**src/rtl/decode_stage.sv**
```systemverilog
// decode_stage -- registered RV32I decode between fetch and execute.
//
// Takes a raw instruction and its PC over a valid/ready handshake. It decodes
// the instruction combinationally and captures the result into the output
// register, or into the skid entry when execute is stalled. The result is
// presented as a registered control/operand bundle.
//
// Parameters
//   XLEN  PC / immediate width (32 or 64); immediates are sign-extended.
//   SKID  1: two entries, in_ready is a flop. 0: one entry,
//         in_ready = !out_valid || out_ready.
//
// Ports
//   clock, reset        rising-edge clock, async active-low reset
//   flush               synchronous kill of every buffered entry
//   in_valid/in_ready   fetch handshake; in_instr, in_pc carried with it
//   out_valid/out_ready execute handshake
//   out_pc, rd, rs1, rs2, imm, alu_op, alu_src, a_pc, reg_write, mem_read,
//   mem_write, branch, jal, jalr, mem_size, mem_unsigned, illegal
//                       registered decode bundle

package decode_pkg;

  // ALU operation codes shared with the execute stage.
  typedef enum logic [3:0] {
    ALU_NONE = 4'd0,
    ALU_ADD  = 4'd1,
    ALU_SUB  = 4'd2,
    ALU_AND  = 4'd3,
    ALU_OR   = 4'd4,
    ALU_XOR  = 4'd5,
    ALU_SLL  = 4'd6,
    ALU_SRL  = 4'd7,
    ALU_SRA  = 4'd8,
    ALU_SLT  = 4'd9,
    ALU_SLTU = 4'd10,
    ALU_SEQ  = 4'd11,
    ALU_SNE  = 4'd12,
    ALU_SGE  = 4'd13,
    ALU_SGEU = 4'd14
  } alu_op_e;

  localparam logic [6:0] OPC_LUI    = 7'b0110111;
  localparam logic [6:0] OPC_AUIPC  = 7'b0010111;
  localparam logic [6:0] OPC_JAL    = 7'b1101111;
  localparam logic [6:0] OPC_JALR   = 7'b1100111;
  localparam logic [6:0] OPC_BRANCH = 7'b1100011;
  localparam logic [6:0] OPC_LOAD   = 7'b0000011;
  localparam logic [6:0] OPC_STORE  = 7'b0100011;
  localparam logic [6:0] OPC_OP_IMM = 7'b0010011;
  localparam logic [6:0] OPC_OP     = 7'b0110011;

endpackage

module decode_stage
  import decode_pkg::*;
#(
  parameter int XLEN = 32,
  parameter bit SKID = 1'b1
) (
  input  logic            clock,
  input  logic            reset,
  input  logic            flush,
  input  logic            in_valid,
  output logic            in_ready,
  input  logic [31:0]     in_instr,
  input  logic [XLEN-1:0] in_pc,
  output logic            out_valid,
  input  logic            out_ready,
  output logic [XLEN-1:0] out_pc,
  output logic [4:0]      rd,
  output logic [4:0]      rs1,
  output logic [4:0]      rs2,
  output logic [XLEN-1:0] imm,
  output logic [3:0]      alu_op,
  output logic            alu_src,
  output logic            a_pc,
  output logic            reg_write,
  output logic            mem_read,
  output logic            mem_write,
  output logic            branch,
  output logic            jal,
  output logic            jalr,
  output logic [1:0]      mem_size,
  output logic            mem_unsigned,
  output logic            illegal
);

  typedef struct packed {
    logic [XLEN-1:0] pc;
    logic [4:0]      rd;
    logic [4:0]      rs1;
    logic [4:0]      rs2;
    logic [XLEN-1:0] imm;
    alu_op_e         alu_op;
    logic            alu_src;
    logic            a_pc;
    logic            reg_write;
    logic            mem_read;
    logic            mem_write;
    logic            branch;
    logic            jal;
    logic            jalr;
    logic [1:0]      mem_size;
    logic            mem_unsigned;
    logic            illegal;
  } bundle_t;

  typedef enum logic [1:0] {ST_EMPTY, ST_ONE, ST_TWO} state_e;

  function automatic logic [XLEN-1:0] sext(input logic [31:0] v);
    return XLEN'($signed(v));
  endfunction

  // ---------------------------------------------------------------------------
  // Combinational decode
  // ---------------------------------------------------------------------------
  logic [6:0]  opcode;
  logic [2:0]  funct3;
  logic [6:0]  funct7;
  logic [31:0] imm_i, imm_s, imm_b, imm_u, imm_j;
  logic        shamt_ok;
  logic        bad;
  logic        writes_rd;
  bundle_t     dec;

  assign opcode = in_instr[6:0];
  assign funct3 = in_instr[14:12];
  assign funct7 = in_instr[31:25];
  assign imm_i  = {{20{in_instr[31]}}, in_instr[31:20]};
  assign imm_s  = {{20{in_instr[31]}}, in_instr[31:25], in_instr[11:7]};
  assign imm_b  = {{19{in_instr[31]}}, in_instr[31], in_instr[7],
                   in_instr[30:25], in_instr[11:8], 1'b0};
  assign imm_u  = {in_instr[31:12], 12'b0};
  assign imm_j  = {{11{in_instr[31]}}, in_instr[31], in_instr[19:12],
                   in_instr[20], in_instr[30:21], 1'b0};

  // Bit 25 is shamt[5]; only a 64-bit datapath has a use for it.
  assign shamt_ok = (XLEN > 32) || !in_instr[25];

  always_comb begin
    // NOTE: every field gets a default before the case, so no path through
    // the block leaves a signal unassigned and no latch is inferred.
    dec       = '0;
    bad       = 1'b0;
    writes_rd = 1'b0;
    dec.pc    = in_pc;
    dec.rd    = in_instr[11:7];
    dec.rs1   = in_instr[19:15];
    dec.rs2   = in_instr[24:20];

    case (opcode)
      OPC_LUI: begin
        dec.imm     = sext(imm_u);
        dec.alu_op  = ALU_ADD;
        dec.alu_src = 1'b1;
        dec.rs1     = 5'd0;   // execute computes x0 + imm
        writes_rd   = 1'b1;
      end
      OPC_AUIPC: begin
        dec.imm     = sext(imm_u);
        dec.alu_op  = ALU_ADD;
        dec.alu_src = 1'b1;
        dec.a_pc    = 1'b1;
        writes_rd   = 1'b1;
      end
      OPC_JAL: begin
        dec.imm   = sext(imm_j);
        dec.jal   = 1'b1;
        writes_rd = 1'b1;
      end
      OPC_JALR: begin
        dec.imm     = sext(imm_i);
        dec.alu_op  = ALU_ADD;
        dec.alu_src = 1'b1;
        dec.jalr    = 1'b1;
        writes_rd   = 1'b1;
        bad         = (funct3 != 3'd0);
      end
      OPC_BRANCH: begin
        dec.imm    = sext(imm_b);
        dec.branch = 1'b1;
        case (funct3)
          3'd0:    dec.alu_op = ALU_SEQ;
          3'd1:    dec.alu_op = ALU_SNE;
          3'd4:    dec.alu_op = ALU_SLT;
          3'd5:    dec.alu_op = ALU_SGE;
          3'd6:    dec.alu_op = ALU_SLTU;
          3'd7:    dec.alu_op = ALU_SGEU;
          default: bad = 1'b1;
        endcase
      end
      OPC_LOAD: begin
        dec.imm          = sext(imm_i);
        dec.alu_op       = ALU_ADD;
        dec.alu_src      = 1'b1;
        dec.mem_read     = 1'b1;
        dec.mem_size     = funct3[1:0];
        dec.mem_unsigned = funct3[2];
        writes_rd        = 1'b1;
        // funct3 3, 6 and 7 have no RV32I load.
        bad = (funct3[1:0] == 2'd3) || (funct3[2] && funct3[1]);
      end
      OPC_STORE: begin
        dec.imm       = sext(imm_s);
        dec.alu_op    = ALU_ADD;
        dec.alu_src   = 1'b1;
        dec.mem_write = 1'b1;
        dec.mem_size  = funct3[1:0];
        bad           = (funct3 > 3'd2);
      end
      OPC_OP_IMM: begin
        dec.imm     = sext(imm_i);
        dec.alu_src = 1'b1;
        writes_rd   = 1'b1;
        case (funct3)
          3'd0: dec.alu_op = ALU_ADD;
          3'd2: dec.alu_op = ALU_SLT;
          3'd3: dec.alu_op = ALU_SLTU;
          3'd4: dec.alu_op = ALU_XOR;
          3'd6: dec.alu_op = ALU_OR;
          3'd7: dec.alu_op = ALU_AND;
          3'd1: begin
            dec.alu_op = ALU_SLL;
            bad        = (in_instr[31:26] != 6'd0) || !shamt_ok;
          end
          default: begin
            // funct3 = 5: bit 30 picks arithmetic over logical shift.
            dec.alu_op = in_instr[30] ? ALU_SRA : ALU_SRL;
            bad        = in_instr[31] || (in_instr[29:26] != 4'd0) || !shamt_ok;
          end
        endcase
      end
      OPC_OP: begin
        writes_rd = 1'b1;
        if (funct7 == 7'b0000000) begin
          case (funct3)
            3'd0:    dec.alu_op = ALU_ADD;
            3'd1:    dec.alu_op = ALU_SLL;
            3'd2:    dec.alu_op = ALU_SLT;
            3'd3:    dec.alu_op = ALU_SLTU;
            3'd4:    dec.alu_op = ALU_XOR;
            3'd5:    dec.alu_op = ALU_SRL;
            3'd6:    dec.alu_op = ALU_OR;
            default: dec.alu_op = ALU_AND;
          endcase
        end else if (funct7 == 7'b0100000 && funct3 == 3'd0) begin
          dec.alu_op = ALU_SUB;
        end else if (funct7 == 7'b0100000 && funct3 == 3'd5) begin
          dec.alu_op = ALU_SRA;
        end else begin
          bad = 1'b1;
        end
      end
      // Every valid opcode ends in 2'b11, so compressed encodings land here too.
      default: bad = 1'b1;
    endcase

    dec.reg_write = writes_rd && (dec.rd != 5'd0) && !bad;
    dec.illegal   = bad;
    if (bad) begin
      // Still delivered so execute can trap, but with no side effects.
      dec.alu_op       = ALU_NONE;
      dec.alu_src      = 1'b0;
      dec.a_pc         = 1'b0;
      dec.mem_read     = 1'b0;
      dec.mem_write    = 1'b0;
      dec.branch       = 1'b0;
      dec.jal          = 1'b0;
      dec.jalr         = 1'b0;
      dec.mem_size     = 2'd0;
      dec.mem_unsigned = 1'b0;
    end
  end

  // ---------------------------------------------------------------------------
  // Output / skid buffer
  // ---------------------------------------------------------------------------
  state_e  state_q, state_d;
  bundle_t out_q, out_d;
  bundle_t skid_q, skid_d;
  logic    out_valid_q, out_valid_d;
  logic    in_ready_q, in_ready_d;
  logic    accept, consume;

  assign in_ready = SKID ? in_ready_q : (!out_valid_q || out_ready);
  assign accept   = in_valid && in_ready;
  assign consume  = out_valid_q && out_ready;

  always_comb begin
    state_d = state_q;
    out_d   = out_q;
    skid_d  = skid_q;
    case (state_q)
      ST_EMPTY: begin
        if (accept) begin
          state_d = ST_ONE;
          out_d   = dec;
        end
      end
      ST_ONE: begin
        if (accept && consume) begin
          out_d = dec;
        end else if (accept) begin
          // Reachable only with SKID = 1: otherwise in_ready is low here.
          state_d = ST_TWO;
          skid_d  = dec;
        end else if (consume) begin
          state_d = ST_EMPTY;
        end
      end
      ST_TWO: begin
        if (consume) begin
          state_d = ST_ONE;
          out_d   = skid_q;
        end
      end
      default: state_d = ST_EMPTY;
    endcase
    if (flush) state_d = ST_EMPTY;
    out_valid_d = (state_d != ST_EMPTY);
    in_ready_d  = (state_d != ST_TWO);
  end

  always_ff @(posedge clock or negedge reset) begin
    if (!reset) begin
      state_q     <= ST_EMPTY;
      out_q       <= '0;
      out_valid_q <= 1'b0;
      in_ready_q  <= 1'b1;
    end else begin
      // NOTE: non-blocking assignments so every flop samples the values that
      // were present before this edge, regardless of statement order.
      state_q     <= state_d;
      out_q       <= out_d;
      out_valid_q <= out_valid_d;
      in_ready_q  <= in_ready_d;
    end
  end

  // NOTE: skid_q carries no reset. It is read only in ST_TWO, and ST_TWO is
  // entered only on the same edge that writes it.
  always_ff @(posedge clock) begin
    skid_q <= skid_d;
  end

  assign out_valid    = out_valid_q;
  assign out_pc       = out_q.pc;
  assign rd           = out_q.rd;
  assign rs1          = out_q.rs1;
  assign rs2          = out_q.rs2;
  assign imm          = out_q.imm;
  assign alu_op       = out_q.alu_op;
  assign alu_src      = out_q.alu_src;
  assign a_pc         = out_q.a_pc;
  assign reg_write    = out_q.reg_write;
  assign mem_read     = out_q.mem_read;
  assign mem_write    = out_q.mem_write;
  assign branch       = out_q.branch;
  assign jal          = out_q.jal;
  assign jalr         = out_q.jalr;
  assign mem_size     = out_q.mem_size;
  assign mem_unsigned = out_q.mem_unsigned;
  assign illegal      = out_q.illegal;

endmodule

```
**config.mk**
```make
export PLATFORM = sky130hd
export DESIGN_NAME = decode_stage
export DESIGN_NICKNAME = d
export VERILOG_FILES = /design/src/rtl/decode_stage.sv
export SDC_FILE = /design/constraint.sdc
export NUM_CORES = 1
export LEC_CHECK = 0
export ABC_AREA = 0
export CAP_MARGIN = 0
export CORE_MARGIN = 4
export CORE_UTILIZATION = 55
export CTS_BUF_LIST = sky130_fd_sc_hd__clkbuf_4
export CTS_CLUSTER_SIZE = 14
export DETAILED_ROUTE_END_ITERATION = 10
export MAX_ROUTING_LAYER = met4
export PLACE_DENSITY = 0.95
export SLEW_MARGIN = 20
export SYNTH_ARGS = -nofsm -noshare
export SYNTH_HDL_FRONTEND = slang
export SYNTH_SLANG_ARGS = --single-unit
```
**constraint.sdc**
```tcl
create_clock -name clock -period 9.1 [get_ports clock]
set_input_delay 1.82 -clock clock [delete_from_list [all_inputs] [get_ports clock]]
set_output_delay 1.82 -clock clock [all_outputs]
set_load 0.01 [all_outputs]
```
# Yosys cells after proc, flatten, opt, wreduce, memory -nomap -nowiden
# Index checks and enable logic that the tools add are counted.
[totals]
reg_bits = 194
inputBits = 69
[op_classes]
order_cmp = 1
eq_ne = 24
n_mux = 39
n_bitwise = 1
n_reduce_logical = 33
[ops]
columns = ["op", "count"]
rows = [
  ["95-bit two-way mux", 3],
  ["95-bit one-hot mux with 3 select lines", 1],
  ["32-bit one-hot mux with 5 select lines", 1],
  ["4-bit one-hot mux with 7 select lines", 2],
  ["7-bit by 6-bit == test with 1-bit output (second input constant)", 4],
  ["4-bit one-hot mux with 6 select lines", 1],
  ["7-bit == test (second input constant)", 3],
  ["6-bit OR reduction", 3],
  ["4-bit two-way mux", 4],
  ["4-bit one-hot mux with 4 select lines", 1],
  ["7-bit by 5-bit == test with 1-bit output (second input constant)", 2],
  ["2-bit two-way mux", 7],
  ["1-bit two-way mux", 13],
  ["3-bit == test (second input constant)", 4],
  ["1-bit logical AND", 8],
  ["8-bit two-way mux", 1],
  ["2-bit inequality test (second input constant)", 4],
  ["7-bit by 2-bit == test with 1-bit output (second input constant)", 1],
  ["7-bit zero test", 1],
  ["1-bit one-hot mux with 7 select lines", 1],
  ["7-bit OR reduction", 1],
  ["3-bit by 2-bit == test with 1-bit output (second input constant)", 2],
  ["6-bit two-way mux", 1],
  ["2-bit one-hot mux with 3 select lines", 1],
  ["21 further kinds", 28],
]

# Depth between registers and ports, before layout
[depth]
depth_word = 10
depth_mapped = 8

# Worst setup path after synthesis
# Ideal clock, no wire load.
[synth_timing]
path_kind = "input to register"
from = "in in_valid"
to = "reg skid_q[0] in the netlist's numbering (enable)"
path_buffers = 1
slack_ps = 2202
stages = 3
arrival_time_ps = 6337
setup_ps = 561
path_cell_list = "and3b_1 > clkbuf_1 > nor2b_1"
[synth_between]
elab_chain_len = 4
[synth_rtl]
columns = ["element", "line_no", "source"]
rows = [
  ["from (decl)", "64", "input logic in_valid,"],
  ["1-bit logical AND *", "287", "assign accept = in_valid && in_ready;"],
  ["1-bit logical AND", "302", "if (accept && consume) begin"],
  ["1-bit inverter (no source line)", "--", ""],
  ["3-bit AND reduction (no source line) *", "--", ""],
  ["to (signal assigned)", "344", "skid_q <= skid_d;"],
  ["to (decl)", "281", "bundle_t skid_q, skid_d;"],
]
# Mark *: on every way between the ends. The rest lies on a longest branch, timed or not.
# A chain may end at the register's enable or synchronous reset.

# Worst setup path in the final report
[layout_timing]
from = "in in_instr[5]"
to = "reg out_q (netlist bit alu_op[3])"
[layout_between]
elab_chain_len = 6
elab_cells_between_ends = 17
classes_between = "eq/ne (9); mux (6); reduce/logical (2)"
[layout_rtl]
columns = ["element", "line_no", "source"]
rows = [
  ["from (decl)", "66", "input logic [31:0] in_instr,"],
  ["7-bit by 6-bit == test with 1-bit output (tied with other cells)", "152", "case (opcode)"],
  ["5-bit OR reduction (no source line) or 3-bit OR reduction (tied branches)", "--", ""],
  ["4-bit one-hot mux with 4 select lines or 1-bit one-hot mux with 7 select lines (tied branches)", "152", ""],
  ["6-bit two-way mux *", "261", "if (bad) begin"],
  ["95-bit two-way mux, on equally long branches", "302, 296", ""],
  ["95-bit one-hot mux with 3 select lines *", "294", "case (state_q)"],
  ["to (signal assigned)", "335", "out_q <= out_d;"],
  ["to (decl)", "280", "bundle_t out_q, out_d;"],
]
# Mark *: on every way between the ends. The rest lies on a longest branch, timed or not. The select of a mux whose other input is x is not followed.

==> metrics <==
Most used DFF post-synth=dfrtp_1; grt ovf=0; Post-CTS Hold Buffers=0; Vias=6644; Buf+Inv Stages, Crit Path=1; Peak Freq=226 MHz; Hold Crit Class=flip-flop to flip-flop; global-route wire length before repair=32.7 mm; Synth Area in Adders=0%; worst slew pin tran=1.09 ns; initial antenna violation count=1; vias in the first global route=6279; Compound-Gate Fraction of Synth Area=13.8%; DIE HEIGHT=131 um; I/O pins=166; RSZ-0062 raised after global routing=no; metal3 WL=1.54 mm; Synth area leader=edfxtp_1; Worst EP arrival=4.94 ns; highest metal used=met4; Largest delay share family, worst path=simple AND/OR/NAND/NOR gates; Yosys reg bits=194; Worst setup SP type=input pin; crit-path cells=clkdlybuf4s50_1, and4b_1, nand3_1, a32oi_1, o2111ai_2, or4_1, a21oi_1; Max Clock Skew=0.0154 ns; area grow syn2layout=25.5%; CTS tree=built; Synth cell types=56; Setup Viol. Count Final=0; Max-slew headroom=26.7%; post-synthesis sequential area ratio=64.0%; CP max FO=22; top area cells in the synthesized netlist=edfxtp_1, dfrtp_1, nand2_1; Worst-Skew Late Latency=0.58 ns; layout cells sized above 1=5.43%; H-tree depth=4; CP endpoint kind=flip-flop; multiplexer share of the synthesized area=2.06%; most frequent cell after synthesis=nand2_1; drt via density=6.01; GR Util All Layers=25.4%; Seq. cell area=5330 um2; Fin. Hold Viols=0; Reg2Reg Launch Point=state_q[1]; Post-synth top cells=nand2_1, nor2_1, dfrtp_1; largest family of logic cells by synthesized area=simple AND/OR/NAND/NOR gates; Post-CTS Resized=0; clk sinks=194; Lkg Pwr=4.17 nW; IO Port Bufs=165; mapped cell area=8330 um2; Initial Util=56.6%; CP peak stage delay=0.96 ns; deepest clock path buffer count=2; Die Width=131 um; minimum clock period=4.43 ns; Final Cycle Share=48.7%; Setup Fix Bufs, Post-CTS=0; post-synthesis net count=845; clk slew on worst S/H paths=0.14 ns; Placed Cells=1074; CP startpoint=in_instr[5]; Peak supply drop=0.0000856 V; Yosys top cell area share=34.3%; status=completed; Slew Limit Fails=0; simple logic cell fraction of the synthesized area=17.1%; max-cap violations=0; Pre-antenna DRT Iters=6; Root Buffer=clkbuf_4; Final ANT Viol Nets=0; core area=14700 um2; WL met1=8.59 mm; Worst path slowest cell=clkdlybuf4s50_1; post-route setup TNS=0 ns; Post-route DRC=0; slack of the critical path=4.67 ns; WP data required=9.61 ns; Post-Syn Instances=776; asr flop ratio synth=51.0%; XOR/XNOR Fraction of Synth Area=0.105%; pwr/cell area=218 nW/um2; HP Start=a_pc; yosys warns=0; die area=17200 um2; CTS buffer count=17; routed len/inst=19.1 um; largest net degree at the start of global routing=118; Mean Syn Cell Area=10.7 um2; number of synthesized flops with an enable pin=95; NumNets Final=978; fill count=1005; Multi-input gate area=2790 um2; WHS=0.516 ns; met2 wire len=10.6 mm; drt total wl=21.2 mm; crit path kind=input pin to flip-flop; Non-Filler Instances=1106; std cell rows=44; GPL Wtd Cong=0.895; HPWL after DPL=13.9 mm; DRT iter0 DRCs=637; Setup WS pre-CTS=4.17 ns
-- where the power goes --
| part | switching [mW] | total, mW | internal, mW |
|---|---|---|---|
| sequential | 0.0702 | 1.12 | 1.05 |
| clock | 0.286 | 0.585 | 0.299 |
| combinational | 0.285 | 0.574 | 0.289 |
| total | 0.641 | 2.28 | 1.64 |
-- per-layer routing --
layer  global-route usage (%)  vias up
met2                     39.8      352
met5                        -        -
met4                     9.07        0
met1                     33.8     3226
met3                     4.51       44
li1                         -     3022
-- worst paths after layout --
kind	to	cells after the start	slack (ns)
min reg2reg	a_pc	2	0.52
min in group asynchronous	imm[4]	1	1.15
max	alu_op[3]	7	4.67
max in group asynchronous	alu_src	2	6.69
min	a_pc	2	0.52
max reg2reg	imm[13]	7	5.84
-- area by class of cell --
type                       count  area share, %
clock buffer                  17           1.22
multi-input combinational    521           26.7
inverter                       4          0.144
clock inverter                14           2.47
tap                          184           2.20
timing repair buffer         171           16.2
sequential                   194           51.0
antenna                        1         0.0239
-- state kept, by name (all words and copies together), names as in the netlist, 2 cells and up --
| signal | cells |
|---|---|
| rs1 | 5 |
| imm | 32 |
| mem_size | 2 |
| state_q | 2 |
| out_pc | 32 |
| rs2 | 5 |
| alu_op | 4 |
| skid_q | 95 |
| rd | 5 |
-- cell usage in the layout (no fill, tap or decap), types with 3 or more instances in the layout --
cell type / synthesis / final
and2_1: 14 / 14
bufinv_16: 0 / 7
and3b_1: 4 / 4
a21o_1: 20 / 20
nand2b_1: 5 / 4
o21ai_0: 26 / 26
inv_1: 4 / 4
nor2b_1: 5 / 3
clkdlybuf4s50_1: 0 / 164
o22ai_1: 4 / 4
dfrtp_1: 98 / 98
mux2i_1: 16 / 16
a31oi_1: 60 / 60
or4_1: 3 / 3
nor2_1: 110 / 110
nand2_1: 140 / 139
nand3_1: 10 / 10
clkbuf_4: 0 / 17
a22o_1: 4 / 4
clkinv_2: 0 / 3
nor3_1: 10 / 10
buf_4: 0 / 6
a21oi_1: 35 / 35
edfxtp_1: 95 / 95
o211ai_1: 5 / 5
or3_1: 9 / 9
o31ai_1: 3 / 3
-- logic make-up (layout without fill, tap and decap cells) --
group | count (synthesis) | after routing
compound gates | 178 | 178
other cells | 0 | 1
simple gates | 325 | 325
xor+xnor | 1 | 1
mux | 17 | 17
flops | 194 | 194
buf+inv | 61 | 206
-- metrics by stage --
| stage | power (mW) | area, um2 | utilization, % |
|---|---|---|---|
| 2_1_floorplan | 1.38 | 8330 | - |
| 3_3_place_gp | 1.69 | 10100 | 68.4 |
| 3_5_place_dp | 1.71 | 10100 | 68.4 |
| 4_1_cts | 2.29 | 10400 | 71.1 |
| 5_1_grt | 2.39 | 10500 | 71.1 |
| 6_report | 2.28 | 10500 | 71.1 |
-- worst register-to-register path, stage by stage, from the launching register on --
cell and delay (ns):
dfrtp_1 0.47, nor2b_4 0.17, buf_4 0.73, nand2_1 0.22
nand2_4 0.43, buf_6 0.64, o21ai_0 0.35, o21ai_0 0.20
Note: power is estimated with default switching activity, not from simulation.
